## config.mk

```make
export PLATFORM = sky130hd
export DESIGN_NAME = dem_mode_seq
export DESIGN_NICKNAME = d
export VERILOG_FILES = /design/src/rtl/dem_mode_seq.sv
export SDC_FILE = /design/constraint.sdc
export NUM_CORES = 1
export LEC_CHECK = 0
export CAP_MARGIN = 20
export CORE_UTILIZATION = 35
export DETAILED_ROUTE_END_ITERATION = 8
export GPL_ROUTABILITY_DRIVEN = 0
export HOLD_SLACK_MARGIN = 0.05
export REMOVE_ABC_BUFFERS = 1
export SLEW_MARGIN = 20
export SYNTH_ARGS = -nofsm -noshare
export SYNTH_HDL_FRONTEND = slang
export SYNTH_SLANG_ARGS = --single-unit
```

## constraint.sdc

```tcl
create_clock -name clk -period 2.4 [get_ports clk]
set_input_delay 0.48 -clock clk [delete_from_list [all_inputs] [get_ports clk]]
set_output_delay 0.48 -clock clk [all_outputs]
set_load 0.02 [all_outputs]
```

## src/rtl/dem_mode_seq.sv

```systemverilog
// Mode sequencer for the 18-element ISI/mismatch-shaping DEM core.
// Accepts a mode request, waits for a quiet point in the input code (or a
// timeout), then mutes the input and holds the core loop filters in reset
// while the new {MIS_SEL,ISI_SEL} is applied. Reports lock once the loops
// have seen a fixed number of samples after release.
module dem_mode_seq #(
    parameter int FLUSH_CYC   = 4,
    parameter int SETTLE_CYC  = 64,
    parameter int QUIET_CYC   = 2,
    parameter int TIMEOUT_CYC = 1024
) (
    input  logic       clk,
    input  logic       rst,
    input  logic       clk_en,
    input  logic [5:0] V_in,
    input  logic       req_valid,
    input  logic [1:0] req_mode,
    output logic       req_ready,
    output logic [5:0] V_out,
    output logic       core_rstn,
    output logic       core_clk_en,
    output logic       ISI_SEL,
    output logic       MIS_SEL,
    output logic [1:0] mode_cur,
    output logic       busy,
    output logic       locked,
    output logic       forced
);

    typedef enum logic [1:0] {
        S_RUN    = 2'd0,
        S_WAIT_Q = 2'd1,
        S_FLUSH  = 2'd2,
        S_SETTLE = 2'd3
    } state_t;

    // Counter widths hold 0..terminal; *_LAST is the value on which the
    // terminal event fires (the counter would reach its parameter).
    localparam int FW = $clog2(FLUSH_CYC + 1);
    localparam int SW = $clog2(SETTLE_CYC + 1);
    localparam int QW = $clog2(QUIET_CYC + 1);
    localparam int TW = $clog2(TIMEOUT_CYC + 1);

    localparam logic [FW-1:0] F_TERM = FW'(FLUSH_CYC);
    localparam logic [FW-1:0] F_LAST = FW'(FLUSH_CYC - 1);
    localparam logic [SW-1:0] S_TERM = SW'(SETTLE_CYC);
    localparam logic [SW-1:0] S_LAST = SW'(SETTLE_CYC - 1);
    localparam logic [QW-1:0] Q_TERM = QW'(QUIET_CYC);
    localparam logic [QW-1:0] Q_LAST = QW'(QUIET_CYC - 1);
    localparam logic [TW-1:0] T_TERM = TW'(TIMEOUT_CYC);
    localparam logic [TW-1:0] T_LAST = TW'(TIMEOUT_CYC - 1);

    state_t        r_state;
    state_t        w_state_nxt;
    logic          w_accept;
    logic          w_quiet_hit;
    logic          w_timeout_hit;
    logic          w_state_chg;

    logic [FW-1:0] r_fcnt;
    logic [SW-1:0] r_scnt;
    logic [QW-1:0] r_qcnt;
    logic [TW-1:0] r_tcnt;

    logic [1:0]    r_pend;
    logic [1:0]    r_mode_cur;
    logic          r_isi_sel;
    logic          r_mis_sel;
    logic          r_core_rstn;
    logic [5:0]    r_v_out;
    logic          r_req_ready;
    logic          r_busy;
    logic          r_locked;
    logic          r_forced;

    // State register; reset lands in FLUSH so the core starts from a clean loop state.
    // NOTE: sequential state uses non-blocking assignments so every register
    // samples pre-edge values regardless of block evaluation order.
    always_ff @(posedge clk) begin
        if (rst) begin
            r_state <= S_FLUSH;
        end else begin
            r_state <= w_state_nxt;
        end
    end

    // Next-state decode: request accept, quiet/timeout detection, flush and settle terminals.
    // NOTE: every signal driven here gets a default first so no path leaves it
    // unassigned, which would infer a latch.
    always_comb begin
        w_state_nxt   = r_state;
        w_accept      = 1'b0;
        w_quiet_hit   = 1'b0;
        w_timeout_hit = 1'b0;
        case (r_state)
            S_RUN: begin
                w_accept = req_valid && r_req_ready;
                if (w_accept && (req_mode != r_mode_cur)) begin
                    w_state_nxt = S_WAIT_Q;
                end
            end
            S_WAIT_Q: begin
                if (clk_en) begin
                    w_quiet_hit   = (V_in == 6'd0) && (r_qcnt == Q_LAST);
                    w_timeout_hit = (r_tcnt == T_LAST);
                    if (w_quiet_hit || w_timeout_hit) begin
                        w_state_nxt = S_FLUSH;
                    end
                end
            end
            S_FLUSH: begin
                if (r_fcnt == F_LAST) begin
                    w_state_nxt = S_SETTLE;
                end
            end
            S_SETTLE: begin
                if (clk_en && (r_scnt == S_LAST)) begin
                    w_state_nxt = S_RUN;
                end
            end
            default: begin
                w_state_nxt = S_FLUSH;
            end
        endcase
        w_state_chg = (w_state_nxt != r_state);
    end

    // Phase counters: saturate at their terminal value, clear on any state exit.
    always_ff @(posedge clk) begin
        if (rst || w_state_chg) begin
            r_fcnt <= '0;
            r_scnt <= '0;
            r_qcnt <= '0;
            r_tcnt <= '0;
        end else begin
            case (r_state)
                S_WAIT_Q: begin
                    if (clk_en) begin
                        if (V_in != 6'd0) begin
                            r_qcnt <= '0;
                        end else if (r_qcnt != Q_TERM) begin
                            r_qcnt <= r_qcnt + 1'b1;
                        end
                        if (r_tcnt != T_TERM) begin
                            r_tcnt <= r_tcnt + 1'b1;
                        end
                    end
                end
                S_FLUSH: begin
                    if (r_fcnt != F_TERM) begin
                        r_fcnt <= r_fcnt + 1'b1;
                    end
                end
                S_SETTLE: begin
                    if (clk_en && (r_scnt != S_TERM)) begin
                        r_scnt <= r_scnt + 1'b1;
                    end
                end
                default: begin
                end
            endcase
        end
    end

    // Registered outputs, decoded from the next state so they change on the same
    // edge as the state; the mode is applied on the edge that enters FLUSH.
    always_ff @(posedge clk) begin
        if (rst) begin
            r_pend      <= 2'b11;
            r_mode_cur  <= 2'b11;
            r_isi_sel   <= 1'b1;
            r_mis_sel   <= 1'b1;
            r_core_rstn <= 1'b0;
            r_v_out     <= 6'd0;
            r_req_ready <= 1'b0;
            r_busy      <= 1'b1;
            r_locked    <= 1'b0;
            r_forced    <= 1'b0;
        end else begin
            r_core_rstn <= (w_state_nxt != S_FLUSH);
            r_v_out     <= (w_state_nxt == S_FLUSH) ? 6'd0 : V_in;
            r_req_ready <= (w_state_nxt == S_RUN);
            r_busy      <= (w_state_nxt != S_RUN);
            r_locked    <= (w_state_nxt == S_RUN);
            if (w_accept) begin
                r_pend   <= req_mode;
                r_forced <= 1'b0;
            end
            if ((r_state == S_WAIT_Q) && (w_state_nxt == S_FLUSH)) begin
                r_mode_cur <= r_pend;
                r_isi_sel  <= r_pend[0];
                r_mis_sel  <= r_pend[1];
                // Quiet wins when both events land on the same strobe.
                r_forced   <= !w_quiet_hit;
            end
        end
    end

    assign core_clk_en = clk_en;
    assign req_ready   = r_req_ready;
    assign V_out       = r_v_out;
    assign core_rstn   = r_core_rstn;
    assign ISI_SEL     = r_isi_sel;
    assign MIS_SEL     = r_mis_sel;
    assign mode_cur    = r_mode_cur;
    assign busy        = r_busy;
    assign locked      = r_locked;
    assign forced      = r_forced;

endmodule

```

### Yosys cells after proc, flatten, opt, wreduce, memory -nomap -nowiden

Cells that the tools add are included.

| word-level totals | value |
|---|---|
| register bits | 41 |
| input bits | 12 |

| cells by class | value |
|---|---|
| add/subtract/negate cells | 4 |
| equality and inequality tests | 15 |
| multiplexer cells | 13 |
| reduce and logical (&&, ||, !) cells | 21 |

Operators with widths:

| operator | count |
|---|---|
| 2-bit two-way mux | 7 |
| 11-bit by 1-bit adder with 11-bit output, second input constant | 1 |
| 11-bit by 10-bit == test with 1-bit output, second input constant | 1 |
| 11-bit != test, second input constant | 1 |
| 2-bit one-hot mux with 4 select lines | 1 |
| 7-bit by 1-bit adder with 7-bit output, second input constant | 1 |
| 7-bit by 6-bit == test with 1-bit output, second input constant | 1 |
| 7-bit != test, second input constant | 1 |
| 2-bit == test, second input constant | 3 |
| 1-bit logical AND | 6 |
| 6-bit zero test | 1 |
| 3-bit AND reduction | 2 |
| 2-bit nonzero test | 3 |
| 6-bit nonzero test | 1 |
| 1-bit two-way mux | 5 |
| 2-bit by 1-bit == test with 1-bit output, second input constant | 2 |
| 2-bit zero test | 2 |
| 2-bit != test | 2 |
| 2-bit != test, second input constant | 2 |
| 2-bit AND reduction | 2 |
| 3-bit by 1-bit adder with 3-bit output, second input constant | 1 |
| 3-bit by 2-bit == test with 1-bit output, second input constant | 1 |
| 3-bit != test, second input constant | 1 |
| 2-bit by 1-bit adder with 2-bit output, second input constant | 1 |
| other kinds (3) | 4 |

### Longest topological paths before layout

| depth | value |
|---|---|
| depth in word-level cells | 9 |
| mapped depth | 7 |
| mapped depth without buffers | 6 |

### Least setup slack after synthesis

OpenSTA, ideal clock, no wires.

| timing path | value |
|---|---|
| kind | input to register |
| from | input clk_en |
| to | register r_state[1] |
| library setup time | 0.122 ns |
| arrival time | 1.695 ns |
| setup slack | 0.584 ns |
| cell stages on the path | 6 |
| buffers on the path | 2 |
| path through | buf_2 nand3_1 or4_4 buf_6 and2_4 a221o_1 |

| on the way | value |
|---|---|
| word-level cells in the longest chain between the ends | 3 |
| elaborated cells between the ends (all ways) | 4 |
| those cells by class | 3 x mux; 1 x reduce/logical |

RTL lines:

| element | RTL line | source |
|---|---|---|
| from (decl) | 14 | `input logic clk_en,` |
| 1-bit logical AND | 117 | `if (clk_en && (r_scnt == S_LAST)) begin` |
| 2-bit two-way mux | 117 |  |
| 2-bit one-hot mux with 4 select lines (*) | 95 | `case (r_state)` |
| to (signal assigned) | 83 | `r_state <= w_state_nxt;` |
| to (decl) | 53 | `state_t r_state;` |

Every way passes the cells marked *; elsewhere a longest branch is shown, timed or not.
A chain may end at the register's enable or synchronous reset.

### Worst setup path after layout

| timing path | value |
|---|---|
| from | input clk_en |
| to | output core_clk_en |

RTL lines:

| element | RTL line | source |
|---|---|---|
| to (decl) | 21 | `output logic core_clk_en,` |

No word-level cell between the ends.

==> summary.md <==
| Metric | Value |
|---|---|
| Share of cells above drive strength 1 | `0.1320` |
| Flop pwr share | `0.499` |
| Core Footprint | `between 5000 and 6000 µm²` |
| Commonest non-fill, non-tap cell in the layout | `dfxtp_1` |
| Run status | `completed` |
| # fillers | `563` |
| Period Utilization, post-route | `0.9185` |
| Fin. Hold Viols | `0` |
| Root buf cell | `clkbuf_8` |
| Worst-margin pin slew | `0.5669 ns` |
| Int Power | `between 1000 and 1500 µW` |
| Setup TNS Final | `0 ns` |
| WL/cell | `13.17 µm` |
| Die area | `6323 µm²` |
| Syn-to-layout area delta | `18.44%` |
| GR Overflow Total | `0` |
| DR pass1 iterations | `4` |
| Post-synthesis register bit count | `39` |
| Detailed-route via count | `roughly 1700` |
| Chip Width | `between 70 and 80 µm` |
| Clock latency on the worst-skew pair | `roughly 0.30 ns` |
| Post-synth cell types | `between 50 and 60` |
| Hold buffers post-CTS | `0` |
| ANT nets after route | `0` |
| WP data required | `1.92 ns` |
| Number of flops mapped to enable cells by yosys | `0` |
| Lkg Pwr | `0.0009001 µW` |
| Most frequent cells in the layout | `dfxtp_1 (39), clkdlybuf4s50_1 (27), nor3_1 (15), nand2_1 (13), nand3_1 (13)` |
| Initial Util | `0.3728` |
| Worst-path maximum fanout | `9` |
| Top achievable clock speed | `roughly 450 MHz` |
| Normalized max-slew margin | `0.6169` |
| Max cap viols | `0` |
| Hold crit path type | `reg -> reg` |
| CP startpoint kind | `input pin` |
| Clock share of power | `0.300` |
| Clock Path Buffers | `2` |
| Ports | `28` |
| Yosys Warn Count | `0` |
| Peak supply drop | `a little over 0.0003 V` |
| Seq/Total Area, Yosys | `0.3712` |
| Arrival time worst endpoint | `about 1.7 ns` |
| RSZ-0062 raised after global routing | `no` |
| CTS tree | `built` |
| PortBufs | `27` |
| Largest net degree at the start of global routing | `24` |
| Post-CTS Repair Setup Buffers | `0` |
| Initial antenna violation count | `0` |
| Number of nets in the layout | `270` |
| Pwr per Cell Area | `a little under 600 nW/µm²` |
| DR DRC count | `0` |
| Total track usage | `0.1509` |
| DPL Wire Length | `approximately 3.1 mm` |
| Post-Syn Instances | `around 220` |
| Initial DRC Count | `74` |
| Final core occ | `0.4416` |
| Drt total wl | `4.241 mm` |
| Clk slew on worst S/H paths | `roughly 0.08 ns` |
| Final setup violation count | `0` |
| Ant diodes | `0` |
| Logic pwr share | `0.201` |
| Clock sinks | `39` |
| Syn avg cell area | `9.390 µm²` |
| Via/cell ratio | `approximately 5.2` |
| Tmin final | `~2.2 ns` |
| Mapped Area | `roughly 2100 µm²` |
| Fin Clk Skew | `0.006524 ns` |
| CTS Buf Count | `5` |
| First-pass GRT wire length | `between 7 and 8 mm` |
| Post-cts sizing count | `0` |
| Post-synth ARST share | `0` |
| Crit end category | `output port` |
| NetSw | `between 400 and 500 µW` |
| Row cnt | `27` |
| Slew Limit Fails | `0` |
| Ys flop type | `dfxtp_1` |
| Chip height | `roughly 80 µm` |
| Sw Share | `0.2843` |
| H-tree levels | `2` |
| CP Class | `in -> out` |
| Number of global-route vias before repair | `between 1500 and 2000` |
==> layer usage <==
metal / global-route usage / wire length [µm]
met1: 0.2060 / 2192
met2: 0.2214 / 1784
met3: 0.03543 / 181
met4: 0.07091 / 83
met5: 0 / 0
==> critical path: stages <==
cell and delay, ns:
clkdlybuf4s50_1 0.47, buf_4 0.16, clkdlybuf4s50_1 0.61
==> sequential cells by signal (all words and copies together) (netlist names), 2 cells and up <==
signal    cells
r_pend        2
r_state       2
r_tcnt       11
r_scnt        7
r_qcnt        2
mode_cur      2
r_fcnt        3
V_out         6
==> cell usage after synthesis (2+ instances only) <==
master | number | area, µm²
or4_4 | 2 | 22.52
and4b_1 | 2 | 20.02
and2_4 | 2 | 17.52
inv_1 | 11 | 41.29
nor3_1 | 15 | 75.07
mux2i_1 | 3 | 30.03
a21boi_1 | 6 | 45.04
nor4_1 | 2 | 12.51
buf_2 | 5 | 25.02
buf_4 | 4 | 30.03
nand2b_1 | 3 | 18.77
nand4b_1 | 2 | 17.52
and2_1 | 2 | 12.51
buf_6 | 5 | 56.30
nand4_1 | 8 | 50.05
and4_1 | 2 | 17.52
nand3b_1 | 4 | 30.03
o21ai_0 | 3 | 15.01
and3_1 | 3 | 18.77
a211oi_1 | 6 | 45.04
a41oi_1 | 2 | 17.52
xnor2_1 | 10 | 87.58
nand3_1 | 13 | 65.06
xor2_1 | 5 | 43.79
or3_1 | 2 | 12.51
dfxtp_1 | 39 | 780.8
nor3_2 | 7 | 70.07
nor2_1 | 6 | 22.52
ha_1 | 9 | 112.6
a21oi_1 | 2 | 10.01
nand2_1 | 13 | 48.80
o211ai_1 | 2 | 15.01
==> power by group through the flow <==
| stage | registers [µW] | logic [µW] | clock network (µW) |
|---|---|---|---|
| floorplan | 748 | 167 | 0 |
| global placement | 736 | 288 | 0 |
| detailed placement | 738 | 295 | 0 |
| CTS | 722 | 297 | 449 |
| global route | 729 | 330 | 476 |
| finish | 722 | 292 | 435 |
==> cell families (layout without fill, tap and decap cells) <==
group / after synthesis / count (layout) / share of synthesized area
AOI/OAI and AO/OA: 29 / 29 / 0.09816
adders and majority gates: 9 / 9 / 0.05354
and+or+nand+nor: 101 / 101 / 0.3189
DFF: 39 / 39 / 0.3712
buffers and inverters: 27 / 53 / 0.07614
muxes: 4 / 4 / 0.01963
xor gates and xnor gates: 15 / 15 / 0.06246
==> final cells by class <==
cell class,count,area (µm²),area share
inverters,12,45.04,0.01808
clock inverters,2,12.51,0.005023
well taps,72,90.09,0.03616
multi-input cells,158,1162,0.4666
clock buffers,6,72.57,0.02913
repair buffers,33,327.8,0.1316
flip-flops and latches,39,780.7,0.3134
==> metrics by stage <==
stage | cell area (µm²) | setup WS, ns | power (µW) | std cells | hold WS [ns]
after CTS | 2491 | 0.1915 | 1468 | 322 | 0.4853
final | 2491 | 0.1957 | 1449 | 322 | 0.4807
after floorplan | 1988 | 0.4902 | 914.8 | 209 | 0.4401
after detailed placement | 2406 | 0.1174 | 1032 | 314 | 0.4744
after global routing | 2491 | 0.1334 | 1535 | 322 | 0.5035
after global placement | 2406 | 0.1412 | 1024 | 314 | 0.4799
==> path summary, 6_finish.rpt <==
kind                                              from                      to  slack, ns  cells after the start
worst min register to register  r_pend[0]$_SDFFE_PP1P_  r_pend[0]$_SDFFE_PP1P_       0.48                      2
worst min-delay path            r_pend[0]$_SDFFE_PP1P_  r_pend[0]$_SDFFE_PP1P_       0.48                      2
worst max-delay path                            clk_en             core_clk_en       0.20                      3
worst max register to register   r_state[0]$_SDFF_PP0_  r_tcnt[1]$_SDFFE_PP0P_       0.46                      5
Power figures use the tool's default switching activity.
==> variant (same settings) <==
`SETTLE_CYC`: 64 -> 32.
--- a/src/rtl/dem_mode_seq.sv
+++ b/src/rtl/dem_mode_seq.sv
@@ -7,3 +7,3 @@
     parameter int FLUSH_CYC   = 4,
-    parameter int SETTLE_CYC  = 64,
+    parameter int SETTLE_CYC  = 32,
     parameter int QUIET_CYC   = 2,
Formal check against the unedited RTL: no difference found for any inputs over 10 cycles, from zero or initial values and one cycle with rst high; that may be too few to reach the edited logic, so the function may still have changed.
==> variant against the unedited design <==
- power shrank 3.1%
- first-iteration DRC count shrank 32%
- global-route usage decreased by 1.9 points
- sequential cell count shrank 1
- utilization increased by 0.25 points
- synthesized area is 12% lower
- sequential power down 3.7%
- hold slack lost 20 ps
- critical path depth shrank 1
- via count down 16%
- wire length down 21%
- final area decreased by 9.5%
- worst setup slack better by 93 ps
==> variant: results (changes against the unedited design) <==
Parameter                              Value

Critical path
  Number of cell instances on the worst register-to-register path    7 (+2)
  R2r setup slk    610 ps (+150 ps)
  Worst reg2reg path startpoint    r_fcnt[0]

Worst hold path
  WHS Endpoint    mode_cur[1]
  Min-Delay Startpoint    r_pend[1]

Power and ir drop
  Sw Share    27.67% (-0.77 points)
  Sequential fraction of design power    49.5% (-0.4 points)
  VDD IR max    0.0002361 V (-22%)
  Pleak    0.0008289 uW (-7.9%)
  Power attributed to the clock group    410 uW (-5.7%)

Outcome
  Outcome    complete, no violations

STA
  Setup clock skew after layout    5.931 ps (-0.5936 ps)
  Slew Limit Headroom    72.45% (+11 points)

Global routing
  Vias in the first global route    1249 (-22%)
  GRT Resource Usage Total    13.24% (-1.9 points)
  Largest net degree at the start of global routing    18 (-25%)
  Global routing usage on met1    15.67% (-4.9 points)

Routing
  Vias/cell    4.720 (-8.8%)
  DRC marker count from the first detailed-route iteration    50 (-32%)
  Detailed route wirelength on metal3    174 um (-3.9%)
  Met1 layer wirelength in the final routing    1.588 mm (-28%)

Place
  Sum of net half-perimeters after detailed placement    2.504 mm (-20%)

Finish
  Share of final-layout standard cells stronger than drive strength 1    9.735% (-3.5 points)
  Number of nets in the layout    247 (-8.5%)
  FILL cells    531 (-5.7%)

Yosys
  Leading post-synthesis cells by instance count    dfxtp_1, nor2_1, inv_1
  Post-synth cell types    46 (-18%)
[variant: changes by cell type after synthesis, moves of 7 or more]
cell / unedited run / this run
nor3_1: 15 / 3
nor2_1: 6 / 32
nand2_1: 13 / 6
nor3_2: 7 / 0
nand3_1: 13 / 5
[variant: final cells by class]
class | instances | area, um2 | share of cell area, %
well taps | 70 | 87.58 | 3.887
clock buffers | 7 | 76.32 | 3.387
inverters | 11 | 41.29 | 1.832
flip-flops and latches | 38 | 760.7 | 33.76
multi-input cells | 138 | 967.2 | 42.92
repair buffers | 32 | 320.3 | 14.21
[variant: worst max-delay path by stage]
| stage | start | endpoint | slack (ps) | cells after the start |
|---|---|---|---|---|
| floorplan | locked | r_fcnt[2] | 560 | 4 |
| global placement | clk_en | r_qcnt[0] | 230 | 7 |
| detailed placement | clk_en | r_tcnt[0] | 180 | 7 |
| CTS | clk_en | core_clk_en | 280 | 2 |
| global route | clk_en | core_clk_en | 230 | 2 |
| finish | clk_en | core_clk_en | 290 | 2 |
[variant: stage by stage]
stage          util (%)  std cells  cell area [um2]  worst slack [ps]  total power, uW
5_1_grt           44.40        296             2253             231.4             1492
4_1_cts           44.40        296             2253             280.9             1425
6_report          44.40        296             2253             288.3             1403
3_5_place_dp      42.90        289             2177             180.6             1010
2_1_floorplan         -        187             1769             557.1            893.9
3_3_place_gp      42.90        289             2177             229.5             1007
[variant: logic make-up (layout without fill, tap and decap cells)]
| kind of cell | after synthesis | count (layout) | share of synthesized area (%) |
|---|---|---|---|
| muxes | 2 | 2 | 1.086 |
| and+or+nand+nor | 84 | 84 | 25.64 |
| xor gates and xnor gates | 18 | 18 | 8.548 |
| buffers and inverters | 20 | 50 | 6.309 |
| DFF | 38 | 38 | 41.25 |
| AOI/OAI and AO/OA | 25 | 25 | 11.06 |
| adders and majority gates | 9 | 9 | 6.106 |
